**config.mk**
```make
export PLATFORM = sky130hd
export DESIGN_NAME = io_timer_irq_flat
export DESIGN_NICKNAME = d
export VERILOG_FILES = /design/src/rtl/io_timer_irq_if.sv /design/src/rtl/io_timer_irq.sv /design/src/flat_wrapper.sv
export SDC_FILE = /design/constraint.sdc
export NUM_CORES = 1
export LEC_CHECK = 0
export BUFFER_PORTS_ARGS = -buffer_cell sky130_fd_sc_hd__buf_2
export CORE_MARGIN = 10
export CORE_UTILIZATION = 30
export CTS_CLUSTER_SIZE = 16
export DETAILED_ROUTE_END_ITERATION = 6
export PLACE_DENSITY = 0.52
export SETUP_SLACK_MARGIN = 0.02
export SKIP_LAST_GASP = 1
export SLEW_MARGIN = 0
export SYNTH_ARGS = -nofsm -noshare
export SYNTH_HDL_FRONTEND = slang
export SYNTH_SLANG_ARGS = --single-unit
```
**constraint.sdc**
```tcl
create_clock -name clk -period 2.2 [get_ports clk]
set_input_delay 0 -clock clk [delete_from_list [all_inputs] [get_ports clk]]
set_output_delay 0 -clock clk [all_outputs]
set_load 0.01 [all_outputs]
```
**src/rtl/io_timer_irq_if.sv**
```systemverilog
// j1 IO bus bundle: the CPU side drives strobes, address and write data,
// and the responder returns registered read data.
`timescale 1ns/1ps
interface io_timer_irq_if;
  logic        io_rd;
  logic        io_wr;
  logic [15:0] io_addr;
  logic [15:0] io_dout;
  logic [15:0] io_din;

  modport master (output io_rd, io_wr, io_addr, io_dout, input io_din);
  modport slave  (input io_rd, io_wr, io_addr, io_dout, output io_din);
endinterface

```
**src/rtl/io_timer_irq.sv**
```systemverilog
// IO-mapped timer/interrupt responder: prescaled 16-bit down counter, external
// interrupt edge detector, free-running tick counter and pending/enable logic.
`timescale 1ns/1ps
module io_timer_irq #(
  parameter logic [15:0] BASE         = 16'h0040,
  parameter logic [7:0]  PRESCALE_RST = 8'd0
) (
  input  logic            clk,
  input  logic            resetq,
  io_timer_irq_if.slave   bus,
  input  logic            ext_irq,
  output logic            interrupt_request,
  output logic            timer_tick
);

  logic [3:0]  r_ctrl;
  logic [15:0] r_reload;
  logic [15:0] r_count;
  logic [7:0]  r_prescale;
  logic [7:0]  r_ps;
  logic [1:0]  r_status;
  logic [15:0] r_ticks;
  logic        r_sync1, r_sync2, r_sync3;
  logic [15:0] r_din;
  logic        r_irq;
  logic        r_tick;

  logic        w_hit;
  logic [2:0]  w_idx;
  logic        w_wr_ctrl, w_wr_reload, w_wr_count, w_wr_prescale, w_wr_status;
  logic        w_tick;
  logic        w_expire;
  logic        w_ext_edge;
  logic [1:0]  w_status_clr;
  logic [15:0] w_rd_data;
  logic        w_unused;

  assign w_hit    = (bus.io_addr[15:4] == BASE[15:4]);
  assign w_idx    = bus.io_addr[3:1];
  assign w_unused = bus.io_addr[0];

  assign w_wr_ctrl     = bus.io_wr & w_hit & (w_idx == 3'd0);
  assign w_wr_reload   = bus.io_wr & w_hit & (w_idx == 3'd1);
  assign w_wr_count    = bus.io_wr & w_hit & (w_idx == 3'd2);
  assign w_wr_prescale = bus.io_wr & w_hit & (w_idx == 3'd3);
  assign w_wr_status   = bus.io_wr & w_hit & (w_idx == 3'd4);

  // A COUNT write in the tick cycle overrides the decrement and suppresses expiry.
  assign w_tick       = r_ctrl[0] & (r_ps == 8'd0);
  assign w_expire     = w_tick & (r_count == 16'd0) & ~w_wr_count;
  assign w_ext_edge   = r_sync2 & ~r_sync3;
  assign w_status_clr = w_wr_status ? bus.io_dout[1:0] : 2'b00;

  always_comb begin
    // NOTE: default first so every path assigns w_rd_data and no latch is inferred.
    w_rd_data = '0;
    case (w_idx)
      3'd0:    w_rd_data = {12'b0, r_ctrl};
      3'd1:    w_rd_data = r_reload;
      3'd2:    w_rd_data = r_count;
      3'd3:    w_rd_data = {8'b0, r_prescale};
      3'd4:    w_rd_data = {14'b0, r_status};
      3'd5:    w_rd_data = r_ticks;
      default: w_rd_data = '0;
    endcase
  end

  // NOTE: sequential state uses non-blocking assignments so every flop samples pre-edge values.
  always_ff @(posedge clk or negedge resetq) begin
    if (!resetq) begin
      r_ctrl     <= '0;
      r_reload   <= '0;
      r_prescale <= PRESCALE_RST;
      r_count    <= '0;
    end else begin
      if (w_wr_ctrl)
        r_ctrl <= bus.io_dout[3:0];
      else if (w_expire && !r_ctrl[1])
        r_ctrl[0] <= 1'b0;

      if (w_wr_reload)   r_reload   <= bus.io_dout;
      if (w_wr_prescale) r_prescale <= bus.io_dout[7:0];

      if (w_wr_count)
        r_count <= bus.io_dout;
      else if (w_tick) begin
        if (r_count != 16'd0) r_count <= r_count - 16'd1;
        else if (r_ctrl[1])   r_count <= r_reload;
      end
    end
  end

  // Prescaler: any CTRL/PRESCALE write restarts the period from the (new) PRESCALE.
  always_ff @(posedge clk or negedge resetq) begin
    if (!resetq)
      r_ps <= '0;
    else if (w_wr_prescale)
      r_ps <= bus.io_dout[7:0];
    else if (w_wr_ctrl || !r_ctrl[0] || (r_ps == 8'd0))
      r_ps <= r_prescale;
    else
      r_ps <= r_ps - 8'd1;
  end

  always_ff @(posedge clk or negedge resetq) begin
    if (!resetq) begin
      r_sync1  <= 1'b0;
      r_sync2  <= 1'b0;
      r_sync3  <= 1'b0;
      r_status <= '0;
      r_ticks  <= '0;
      r_irq    <= 1'b0;
      r_tick   <= 1'b0;
      r_din    <= '0;
    end else begin
      r_sync1  <= ext_irq;
      r_sync2  <= r_sync1;
      r_sync3  <= r_sync2;
      // Set beats a simultaneous write-1-to-clear.
      r_status <= (r_status & ~w_status_clr) | {w_ext_edge, w_expire};
      r_ticks  <= r_ticks + 16'd1;
      r_irq    <= |(r_status & {r_ctrl[3], r_ctrl[2]});
      r_tick   <= w_tick;
      if (bus.io_rd)
        r_din <= w_hit ? w_rd_data : 16'h0000;
    end
  end

  assign bus.io_din        = r_din;
  assign interrupt_request = r_irq;
  assign timer_tick        = r_tick;

endmodule

```
**src/flat_wrapper.sv**
```systemverilog
// flat-port wrapper written by rule: the top's interface ports become plain ports
module io_timer_irq_flat 
#(
  parameter logic [15:0] BASE         = 16'h0040,
  parameter logic [7:0]  PRESCALE_RST = 8'd0
)
  (clk, resetq, ext_irq, interrupt_request, timer_tick, bus_io_rd, bus_io_wr, bus_io_addr, bus_io_dout, bus_io_din);
  io_timer_irq_if bus_i ();
  input  logic clk;
  input  logic resetq;
  input  logic ext_irq;
  output logic interrupt_request;
  output logic timer_tick;
  input wire logic [$bits(bus_i.io_rd)-1:0] bus_io_rd;
  input wire logic [$bits(bus_i.io_wr)-1:0] bus_io_wr;
  input wire logic [$bits(bus_i.io_addr)-1:0] bus_io_addr;
  input wire logic [$bits(bus_i.io_dout)-1:0] bus_io_dout;
  output wire logic [$bits(bus_i.io_din)-1:0] bus_io_din;
  assign bus_i.io_rd = bus_io_rd;
  assign bus_i.io_wr = bus_io_wr;
  assign bus_i.io_addr = bus_io_addr;
  assign bus_i.io_dout = bus_io_dout;
  assign bus_io_din = bus_i.io_din;
  io_timer_irq #(.BASE(BASE), .PRESCALE_RST(PRESCALE_RST)) u_core (.clk(clk), .resetq(resetq), .bus(bus_i), .ext_irq(ext_irq), .interrupt_request(interrupt_request), .timer_tick(timer_tick));
endmodule
```
# [Word level (Yosys, flattened, before mapping)]
# Cells that the tools add are included.
[word_totals] ff_bits=91 word_cells=64
[classes] n_addsub=3 eq_ne=6 muxes=11 n_bitwise=16 reduce_logical=14
[op_table] op="16-bit case mux with 6 select lines" count=1
[op_table] op="16-bit two-way mux" count=5
[op_table] op="16-bit by 1-bit adder with 16-bit output, second input constant" count=1
[op_table] op="16-bit logical NOT" count=1
[op_table] op="8-bit two-way mux" count=2
[op_table] op="16-bit nonzero test" count=1
[op_table] op="16-bit by 1-bit subtractor with 16-bit output, second input constant" count=1
[op_table] op="12-bit by 3-bit equality test with 1-bit output, second input constant" count=1
[op_table] op="1-bit AND" count=10
[op_table] op="8-bit logical NOT" count=1
[op_table] op="8-bit by 1-bit subtractor with 8-bit output, second input constant" count=1
[op_table] op="3-bit by 2-bit equality test with 1-bit output, second input constant" count=2
[op_table] op="3-bit equality test, second input constant" count=2
[op_table] op="2-bit AND" count=2
[op_table] op="2-bit nonzero test" count=2
[op_table] op="3-bit by 1-bit equality test with 1-bit output, second input constant" count=1
[op_table] op="3-bit logical NOT" count=1
[op_table] op="3-bit nonzero test" count=1
[op_table] op="1-bit logical NOT" count=2
[op_table] op="1-bit logical OR" count=2
[op_table] op="1-bit two-way mux" count=2
[op_table] op="2-bit two-way mux" count=1
[op_table] op="1-bit inverter" count=2
[op_table] op="2-bit inverter" count=1
[op_table] op="other kinds (4)" count=4

# [Logic depth before layout (Yosys ltp)]
# Gate-level depths: netlist (run 1).
[depth] ltp_word=8 depth_mapped=9

# [Worst setup path before layout (run 1)]
# OpenSTA, ideal clock, no wires.
[synth_timing] kind="reg-to-reg" from="register u_core.r_count[0]" to="register u_core.r_count[14]" setup_time_ns=0.066 t_arrival_ns=2.133 required_time_ns=2.134 slack_ns=0.001 stages_incl_launch_ff=8 n_path_buf=0 period_less_slack_ns=2.199 cell_sequence="dfrtp_1 -> inv_1 -> ha_1 -> or4b_2 -> nor4_4 -> a211oi_1 -> a311oi_1 -> a221o_1"
[synth_via] elab_chain_len=4
[synth_rtl] item="start: declaration" line="io_timer_irq.sv:18" rtl="logic [15:0] r_count;"
[synth_rtl] item="start signal: assignment" line="io_timer_irq.sv:85" rtl="r_count <= bus.io_dout;"
[synth_rtl] item="start signal: assignment" line="io_timer_irq.sv:87" rtl="if (r_count != 16'd0) r_count <= r_count - 16'd1;"
[synth_rtl] item="start signal: assignment" line="io_timer_irq.sv:88" rtl="else if (r_ctrl[1]) r_count <= r_reload;"
[synth_rtl] item="16-bit by 1-bit subtractor with 16-bit output or 16-bit nonzero test (tied branches)" line="io_timer_irq.sv:87"
[synth_rtl] item="16-bit two-way mux" line="io_timer_irq.sv:87"
[synth_rtl] item="16-bit two-way mux" line="io_timer_irq.sv:86" rtl="else if (w_tick) begin"
[synth_rtl] item="16-bit two-way mux" line="io_timer_irq.sv:84" rtl="if (w_wr_count)"
# Parallel ways exist; a longest one is shown, timed or not. The select of a mux whose other input is x is not followed.
# A chain may end at the register's enable or synchronous reset.

# [Worst setup path in the final report (run 1)]
[layout_timing] from="register u_core.r_count[1]" to="register u_core.r_count[12]"
# Same word-level chain as after synthesis.

==> flow_summary_export.csv, run 1 <==
group,metric,value,unit
placement,hpwl,10800,um
detailed_routing,routed-via-count,4289,
synthesis,syn-instance-count,507,
critical_path,worstPathRequired,2420,ps
hold_path,hold_path.class,"input port to flip-flop",
global_routing,antenna_found_initial,0,
critical_path,cp.buffers_inverters,2,
detailed_routing,drt_wl_total,14500,um
synthesis,synth.area.top_cells,"dfrtp_1 46%, nand2_1 4.6%, mux2_2 3.2%, a21oi_1 2.9%, nor2_1 2.7%",
synthesis,seq_area_frac_synth,46.5,%
pwr,ir_worst_vdd,0.328,mV
global_routing,grt_usage,13.4,%
synthesis,synth_top_area_share,46.5,%
sta,period_minus_slack,2070,ps
critical_path,r2r_start,"u_core.r_count[1]$_DFFE_PN0P_",
detailed_routing,firstDrtPassIters,5,
sta,hold_viol_final,0,
global_routing,overflow,0,
die,initial_core_util,30.7,%
sta,timing.setup.tns,0,ps
cts,cts-root-buf,"clkbuf_16",
critical_path,cp_top_family,"simple AND/OR/NAND/NOR gates",
detailed_routing,drt_iter0_markers,323,
detailed_routing,wire_per_inst,17.3,um
cts,htree_levels,3,
critical_path,crit_end,"u_core.r_count[12]$_DFFE_PN0P_",
synthesis,synth_area,4900,um^2
placement,io_buffers,53,
cts,clk_pin_slew,60,ps
die,die_h,148,um
sta,whs,6.20,ps
critical_path,crit_chain,"inv_2 -> ha_4 -> or4b_4 -> nor4_4 -> buf_4 -> nand3_2 -> a32oi_1 -> a21oi_1",
global_routing,grt_max_degree,46,
sta,finalSetupViolCount,0,
cts,cts_made_buffers,9,
sta,slew_headroom,59.3,%
synthesis,synth_top_cell_by_area,"dfrtp_1",
cts,clk_path_buf_depth,2,
global_routing,grt_pass1_wl,23400,um
die,rows,46,
detailed_routing,ant_nets,0,
sta,skew,6.27,ps
critical_path,startpoint,"u_core.r_count[1]$_DFFE_PN0P_",
cts,clk-insertion-delay-late,340,ps
critical_path,slowest_delay,470,ps
placement,gp_congestion,0.894,
synthesis,syn_area_per_cell,9.66,um^2
die,die_width,148,um
critical_path,cp-start-kind,"flip-flop",
final_layout,antennaDiodeCount,0,
critical_path,r2r_slack,130,ps
final_layout,final_net_count,659,
synthesis,synth-edff-count,0,
sta,report.final.slew_viol_count,0,
sta,fmax,484,MHz
critical_path,end_kind,"flip-flop",
critical_path,r2r-end,"u_core.r_count[12]$_DFFE_PN0P_",
global_routing,grt_pass1_vias,4338,
die,ioPinCount,55,
hold_path,whs_path_depth,3,
critical_path,arrival,2290,ps
critical_path,cp_max_fo,3,
detailed_routing,drcViolationCount,0,
die,core_area,15900,um^2
synthesis,ys_ff_latch,91,
final_layout,drive_above_1_share,26.3,%
synthesis,syn_nets,548,
cts,numClockSinks,91,
synthesis,synth_ff_type,"dfrtp_1",
critical_path,rr_worst_depth,8,
sta,rsz0062_at_grt,"true",
critical_path,cp.depth,8,
status,status,"complete, no violations",
synthesis,ys_warn_count,0,
sta,period_share,94.0,%
synthesis,ys_async_sr_fraction,100,%
pwr,power.density,587,nW/um^2
pwr,leakagePower,2.89,nW
final_layout,area_growth,28.6,%
detailed_routing,via_per_inst,5.11,
run,drv_cap,0,
cts,cts_tree,"yes",
synthesis,synthDistinctLibCells,63,
die,die-area,21800,um^2
critical_path,crit_slowest_cell,"or4b_4",
critical_path,setup.worst_path.class,"flip-flop to flip-flop",
sta,tightest_slew,610,ps
metrics by stage:
| step | power [mW] | instance area (um^2) | setup slack (ps) | util [%] | cells |
|---|---|---|---|---|---|
| 2_1_floorplan | 1.78 | 4900 | 110 | - | 507 |
| 3_3_place_gp | 1.89 | 5720 | 82.6 | 35.9 | 801 |
| 3_5_place_dp | 1.89 | 5720 | 24.2 | 35.9 | 801 |
| 4_1_cts | 3.74 | 6240 | 66.7 | 39.2 | 834 |
| 5_1_grt | 3.83 | 6300 | -5.67 | 39.5 | 839 |
| 6_report | 3.70 | 6300 | 132 | 39.5 | 839 |
where the power goes:
group          total (mW)  internal (mW)  switching, mW
Clock                1.81           1.14          0.669
Sequential           1.68           1.68        0.00332
Combinational       0.202         0.0820          0.120
cells by family (layout without fill, tap and decap cells):
group / count (synthesis) / in the layout / synth area share [%]
and+or+nand+nor: 181 / 181 / 19.1
AOI/OAI and AO/OA: 121 / 121 / 16.8
DFF: 91 / 91 / 46.5
buffers and inverters: 58 / 174 / 5.08
muxes: 34 / 34 / 8.28
xor gates and xnor gates: 18 / 18 / 3.22
adders and majority gates: 4 / 4 / 1.02
how the worst min path moves through the flow:
| stage | startpoint | end |
|---|---|---|
| 6_report | bus_io_dout[0] | u_core.r_count[0]$_DFFE_PN0P_ |
| 5_1_grt | bus_io_dout[0] | u_core.r_count[0]$_DFFE_PN0P_ |
| 4_1_cts | bus_io_dout[0] | u_core.r_count[0]$_DFFE_PN0P_ |
| 3_5_place_dp | resetq | u_core.interrupt_request$_DFF_PN0_ |
| 3_3_place_gp | resetq | u_core.interrupt_request$_DFF_PN0_ |
| 2_1_floorplan | resetq | u_core.bus.io_din[0]$_DFFE_PN0P_ |
state kept, by name, summed over array words and instances, names as in the netlist, 2 cells and up:
signal / flops
u_core.r_ps: 8
u_core.r_ticks: 16
u_core.r_reload: 16
u_core.r_status: 2
u_core.r_ctrl: 4
u_core.r_prescale: 8
u_core.bus.io_din: 16
u_core.r_count: 16
worst reg2reg max path, stage by stage (launching register included):
cell,delay [ps]
dfrtp_1,390
inv_2,90
ha_4,130
or4b_4,470
nor4_4,330
buf_4,190
nand3_2,60
a32oi_1,190
a21oi_1,90
repair_timing:
item                       CTS  global route
buffers inserted             0             5
hold endpoints to repair    84             0
setup endpoints to repair    1             5
pin swaps                    0             5
gates resized for setup      1             5
hold buffers                17             0
gates cloned                 0             0
metal layers:
metal	routed length [um]	GRT usage [%]	vias to the layer above
met5	0	0	-
met4	193	5.15	0
met3	785	2.23	17
met2	6730	21.1	127
met1	6800	17.9	2080
li1	-	-	2065
cells in the mapped netlist (all sizes together) (2+ instances only):
master / number
nand2b: 4
buf: 10
mux2: 22
or3: 7
inv: 30
nand3b: 2
nand4: 8
o31ai: 3
clkbuf: 18
a32oi: 3
o221a: 3
ha: 4
a21oi: 28
a221o: 2
nand2: 60
and2: 3
or2: 2
a22o: 5
or4: 3
o21bai: 2
a2bb2oi: 3
nor4: 6
nor3: 12
nand3: 18
and4: 4
and3: 6
a211oi: 3
mux4: 3
or4b: 2
xor2: 4
a31o: 2
a211o: 4
o21ai: 18
a22oi: 14
o211ai: 5
o41ai: 3
mux2i: 9
xnor2: 14
o22ai: 16
nor2: 35
dfrtp: 91
nor2b: 7
cells in the final DEF, fill, tap and decap left out, types with 5 or more instances in the layout:
master and instances:
mux2i_1 9, a22oi_1 14, dfrtp_1 91, or3_1 7
o22ai_1 16, dlygate4sd3_1 17, o211ai_1 5, a21oi_1 28
nand3_1 17, mux2_1 8, nor2b_1 7, nand4_1 8
xnor2_1 14, o21ai_0 17, mux2_2 14, nand2_1 60
nor3_1 11, clkbuf_16 9, buf_4 58, buf_2 52
and3_1 6, inv_1 28, a22o_1 5, nor2_1 35
layout make-up:
cell class                      instances  area (um^2)
Clock inverter                          6          111
Multi-Input combinational cell        358         2400
Clock buffer                           10          239
Fill cell                            1587         9650
Timing Repair Buffer                  128          886
Sequential cell                        91         2280
Tap cell                              216          270
Inverter                               30          113
Note: power is estimated with default switching activity, not from simulation.
==> run 2, diff against run 1 <==
- ABC_AREA: not set -> 1
- MAX_ROUTING_LAYER: not set -> met4
- PLACE_DENSITY: 0.52 -> 0.5
- clock period: 2.2 -> 2.25 ns (I/O delays scaled with it)
==> run 2 against run 1 <==
Via count increased by 7.8%. Final cell count increased by 18%. Routed wire length increased by 6.3%. First-iteration DRC count decreased by 13%. Critical path type unchanged. Critical endpoint is now u_core.r_count[15]$_DFFE_PN0P_. Largest cell class unchanged. Largest power group is now registers. Highest routed layer unchanged.
==> flow_summary_export.csv, run 2 <==
group,metric,value,unit
synthesis,syn_nets,726,
synthesis,synth.area.top_cells,"dfrtp_1 44%, nand2_1 14%, nand3_1 7.1%, inv_1 5.6%, nor2_1 3.6%",
cts,clk_path_buf_depth,2,
final_layout,stdcell_area,6130,um^2
synthesis,synth_mux_area_share,0,%
pwr,finalPower,3.30,mW
sta,whs,106,ps
die,rows,48,
sta,worst_slack,357,ps
cts,cts_made_buffers,9,
sta,period_minus_slack,1890,ps
synthesis,ys_ff_latch,91,
synthesis,synth_top_area_share,43.8,%
sta,timing.setup.tns,0,ps
detailed_routing,drcViolationCount,0,
detailed_routing,routed-via-count,4622,
sta,fmax,528,MHz
detailed_routing,drt_wl_total,15400,um
final_layout,final_net_count,799,
detailed_routing,drt_iter0_markers,282,
sta,report.final.slew_viol_count,0,
final_layout,layout.cells.non_filler,987,
hold_path,hold_path.class,"input port to flip-flop",
synthesis,ys_async_sr_fraction,100,%
detailed_routing,ant_nets,0,
final_layout,antennaDiodeCount,0,
final_layout,layout_commonest_cell,"nand2_1",
sta,slew_headroom,56.1,%
synthesis,ys_top_cells_by_count,"197 x nand2_1, 91 x dfrtp_1, 77 x inv_1",
synthesis,yosysMostFrequentCell,"nand2_1",
synthesis,seq_area_frac_synth,43.8,%
synthesis,syn-instance-count,685,
placement,postPlaceCellArea,5680,um^2
global_routing,grt_pass1_wl,24900,um
global_routing,antenna_found_initial,0,
placement,dp_cells,954,
critical_path,cp_max_fo,11,
die,die_h,152,um
synthesis,synthDistinctLibCells,38,
critical_path,worstPathRequired,2550,ps
cts,htree_levels,3,
final_layout,drive_above_1_share,16.4,%
synthesis,synth_compound_area_share,9.03,%
synthesis,ys_warn_count,0,
final_layout,area_growth,18.1,%
detailed_routing,wire_per_inst,15.6,um
pwr,power.density,538,nW/um^2
sta,rsz0062_at_grt,"false",
global_routing,grt_pass1_vias,4633,
global_routing,grt_max_degree,56,
cts,cts.repair.resized,0,
sta,tightest_slew,659,ps
critical_path,cp-start-kind,"flip-flop",
die,core_area,17100,um^2
die,die-area,23000,um^2
detailed_routing,via_per_inst,4.68,
cts,clk_pin_slew,70,ps
cts,cts-root-buf,"clkbuf_16",
pwr,leakagePower,3.07,nW
placement,hpwl,11600,um
pwr,ir_worst_vdd,0.305,mV
critical_path,arrival,2190,ps
cts,clk-insertion-delay-late,360,ps
cts,numClockSinks,91,
final_layout,layout_common_cells,"197 x nand2_1, 91 x dfrtp_1, 77 x inv_1, 74 x nand3_1, 52 x buf_2",
sta,skew,8.37,ps
synthesis,synth_fa_ha_area_share,0.964,%
critical_path,end_kind,"flip-flop",
critical_path,setup.worst_path.class,"flip-flop to flip-flop",
synthesis,synth-simple-area-share,33.7,%
cts,cts_tree,"yes",
sta,hold_viol_final,0,
synthesis,syn_area_per_cell,7.58,um^2
sta,period_share,84.1,%
synthesis,synth-edff-count,0,
die,initial_core_util,30.3,%
sta,finalSetupViolCount,0,
status,status,"complete, no violations",
placement,pre_cts_ws,364,ps
synthesis,synth_area,5190,um^2
run,drv_cap,0,
die,ioPinCount,55,
placement,gp_congestion,0.864,
placement,io_buffers,53,
global_routing,overflow,0,
synthesis,synth_xor_area_share,3.20,%
synthesis,synth_top_family_by_area,"simple AND/OR/NAND/NOR gates",
die,die_width,152,um
global_routing,grt_usage,14.2,%
detailed_routing,firstDrtPassIters,5,
final_layout,final_util,35.8,%
synthesis,synth_top_cell_by_area,"dfrtp_1",
synthesis,synth_ff_type,"dfrtp_1",
run 2: area by class of cell:
type / count / area (um^2)
fillers: 1815 / 11000
multi-input cells: 487 / 2430
clock buffers: 11 / 253
inverters: 90 / 343
well taps: 225 / 282
repair buffers: 79 / 520
clock inverters: 4 / 26.3
flip-flops and latches: 91 / 2280
run 2: path summary, 6_finish.rpt:
path	start	endpoint	slack, ps	depth (start not counted)
max	u_core.r_ps[0]$_DFF_PN0_	u_core.r_count[15]$_DFFE_PN0P_	360	8
min	bus_io_wr	u_core.r_ctrl[0]$_DFFE_PN0P_	110	5
max reg2reg	u_core.r_ps[0]$_DFF_PN0_	u_core.r_count[15]$_DFFE_PN0P_	360	8
min reg2reg	u_core.r_sync1$_DFF_PN0_	u_core.r_sync2$_DFF_PN0_	350	0
max in group asynchronous	resetq	u_core.r_sync2$_DFF_PN0_	1410	3
min in group asynchronous	resetq	u_core.r_ps[5]$_DFF_PN0_	150	2
run 2: critical path, stage by stage, from the launching register on:
cell,delay (ps)
dfrtp_1,380
inv_1,110
ha_1,290
nand4_4,220
nor2_4,200
nand2_2,130
nor2_4,280
nand3_1,130
nand2_1,90
run 2: what timing repair did:
item,CTS,global route
hold buffers,18,0
endpoints found under the hold margin,82,0
buffers inserted,0,0
run 2: power breakdown:
part	internal (mW)	switching, mW
sequential	1.64	0.00164
clock	0.802	0.683
combinational	0.0621	0.113
total	2.50	0.798
run 2: cell families (layout without fill, tap and decap cells):
group           after synthesis  in the layout
flops                        91             91
xor+xnor                     19             19
simple gates                379            379
fa+ha+maj                     4              4
compound gates               85             85
buf+inv                     107            184
run 2: metal layers:
| metal | up-vias | part of all wire (%) | GRT usage, % |
|---|---|---|---|
| met5 | - | 0 | - |
| met4 | 0 | 1.6 | 4.86 |
| met3 | 22 | 4.7 | 2.23 |
| met2 | 78 | 46 | 21.6 |
| met1 | 2168 | 48 | 19.0 |
| li1 | 2354 | - | - |
==> run 3, diff against run 2 <==
- PLACE_DENSITY: 0.5 -> 0.52
- clock period: 2.25 -> 1.6 ns (I/O delays scaled with it)
==> run 3 against run 2 <==
Worst setup slack lost 280 ps. Critical endpoint is now u_core.r_count[2]$_DFFE_PN0P_. Flip-flop and latch count unchanged. Highest routed layer unchanged. Utilization up 4.3 points. Register-to-register slack got worse by 280 ps. Die area unchanged. Largest cell class unchanged. Via count up 5.5%. Maximum frequency is 24% higher. Clock skew down 3.2 ps. Sequential share of layout area is 3.9 points lower.
==> flow_summary_export.csv, run 3 (synthesized netlist as in run 2, its figures left out) <==
group,metric,value,unit
detailed_routing,routed-via-count,4878,
sta,period_minus_slack,1520,ps
pwr,net-switching-power,1.08,mW
cts,clk_pin_slew,60,ps
global_routing,grt_usage,14.4,%
critical_path,end_kind,"flip-flop",
placement,io_buffers,53,
sta,fmax,658,MHz
die,initial_core_util,30.3,%
pwr,p_clk_share,43.9,%
global_routing,grt_pass1_vias,4777,
placement,pre_cts_ws,-48.6,ps
critical_path,arrival,1810,ps
pwr,seqPwrFrac,50.5,%
hold_path,whs_path_depth,5,
critical_path,worstPathRequired,1890,ps
detailed_routing,firstDrtPassIters,5,
die,die_width,152,um
die,die-area,23000,um^2
critical_path,setup.worst_path.class,"flip-flop to flip-flop",
global_routing,grt_max_degree,92,
global_routing,grt_pass1_wl,25100,um
final_layout,layout_commonest_cell,"nand2_1",
pwr,ir_worst_vdd,0.479,mV
sta,skew,5.20,ps
hold_path,hold_path_end,"u_core.bus.io_din[0]$_DFFE_PN0P_",
die,rows,48,
placement,gp_congestion,0.913,
final_layout,layout_common_cells,"188 x nand2_1, 86 x dfrtp_1, 70 x inv_1, 61 x buf_4, 58 x nand3_1",
pwr,p_comb_share,5.6,%
global_routing,antenna_found_initial,0,
die,die_h,152,um
final_layout,drive_above_1_share,28.7,%
final_layout,antennaDiodeCount,0,
hold_path,hp-start,"bus_io_rd",
global_routing,grt.met2_usage,21.7,%
die,core_area,17100,um^2
detailed_routing,drt_wl_total,15800,um
critical_path,r2r-end,"u_core.r_count[2]$_DFFE_PN0P_",
critical_path,cp_max_fo,5,
critical_path,cp-start-kind,"flip-flop",
cts,cts_tree,"yes",
cts,cts_made_buffers,9,
pwr,swShare,23.6,%
cts,numClockSinks,91,
detailed_routing,drt_iter0_markers,373,
status,status,"complete, no violations",
sta,hold_viol_final,0,
sta,period_share,95.1,%
cts,clk-insertion-delay-late,350,ps
cts,htree_levels,3,
sta,timing.setup.tns,0,ps
sta,worst_slack,79.1,ps
detailed_routing,ant_nets,0,
critical_path,r2r_slack,80,ps
detailed_routing,wire_per_inst,15.1,um
sta,finalSetupViolCount,0,
pwr,power.density,665,nW/um^2
critical_path,r2r_start,"u_core.r_ps[0]$_DFF_PN0_",
sta,rsz0062_at_grt,"true",
global_routing,use_met1,19.5,%
sta,report.final.slew_viol_count,0,
cts,cts-root-buf,"clkbuf_16",
pwr,leakagePower,3.43,nW
final_layout,area_growth,32.2,%
final_layout,final_net_count,859,
global_routing,grt_util_met3,2.05,%
sta,tightest_slew,729,ps
critical_path,rr_worst_depth,9,
detailed_routing,drcViolationCount,0,
global_routing,top_usage_layer,"met2",
placement,hpwl,12100,um
global_routing,overflow,0,
hold_path,hold_path.class,"input port to flip-flop",
die,ioPinCount,55,
final_layout,final_util,40.1,%
detailed_routing,via_per_inst,4.66,
pwr,finalPower,4.56,mW
sta,slew_headroom,51.4,%
cts,clk_path_buf_depth,2,
pwr,p_int,3.49,mW
run,drv_cap,0,
-- run 3: cell types whose count changed in the layout (fill, tap and decap cells not counted), sizes merged --
cell    delta
clkinv     -2
clkbuf     +2
buf       +60
-- run 3: final cells by class --
cell class / count / area (um^2)
fillers: 1828 / 10300
clock buffers: 13 / 250
flip-flops and latches: 91 / 2280
repair buffers: 139 / 1010
inverters: 90 / 353
multi-input cells: 487 / 2680
well taps: 225 / 282
clock inverters: 2 / 12.5
-- run 3: power groups by stage --
stage	Combinational (mW)	Clock (mW)	Sequential (mW)
6_report	0.255	2.00	2.31
4_1_cts	0.260	2.04	2.31
3_5_place_dp	0.226	0	2.35
3_3_place_gp	0.225	0	2.35
5_1_grt	0.284	2.13	2.31
2_1_floorplan	0.0723	0	2.35
-- run 3: how the worst max path moves through the flow --
stage	endpoint	slack [ps]	from	cells after the start
floorplan	u_core.r_count[11]$_DFFE_PN0P_	50	u_core.r_ps[0]$_DFF_PN0_	10
global placement	u_core.r_count[8]$_DFFE_PN0P_	-40	u_core.r_count[1]$_DFFE_PN0P_	10
detailed placement	u_core.r_count[10]$_DFFE_PN0P_	-50	u_core.r_count[1]$_DFFE_PN0P_	10
CTS	u_core.r_count[13]$_DFFE_PN0P_	10	u_core.r_ps[1]$_DFF_PN0_	9
global route	u_core.r_count[10]$_DFFE_PN0P_	-20	u_core.r_count[0]$_DFFE_PN0P_	11
finish	u_core.r_count[2]$_DFFE_PN0P_	80	u_core.r_ps[0]$_DFF_PN0_	9
-- run 3: stage by stage --
stage | hold WS [ps] | area, um^2 | cells
4_1_cts | 110 | 6550 | 1038
5_1_grt | 149 | 6860 | 1047
6_report | 110 | 6860 | 1047
2_1_floorplan | -296 | 5190 | 685
3_3_place_gp | 99.3 | 6070 | 1005
3_5_place_dp | 100 | 6070 | 1005
-- run 3: routing by layer --
layer / vias to the layer above / wire length (um)
met5: - / 0
met4: 0 / 278
met3: 16 / 523
met2: 74 / 7150
met1: 2305 / 7830
li1: 2483 / -
-- run 3: timing repair --
action	in CTS	in global routing
pin swaps	4	19
endpoints found under the hold margin	137	0
buffers inserted	0	8
hold buffers	18	0
endpoints found under the setup margin	12	21
gates resized for setup	12	72
cloned	0	1
-- run 3: worst max-delay path, stage by stage, from the launching register on --
cell	delay, ps
dfrtp_1	400
inv_2	80
ha_4	140
nand4_4	120
nor2_4	160
nand2_4	100
nor2_4	170
buf_6	170
nand2_2	50
nand3_1	70
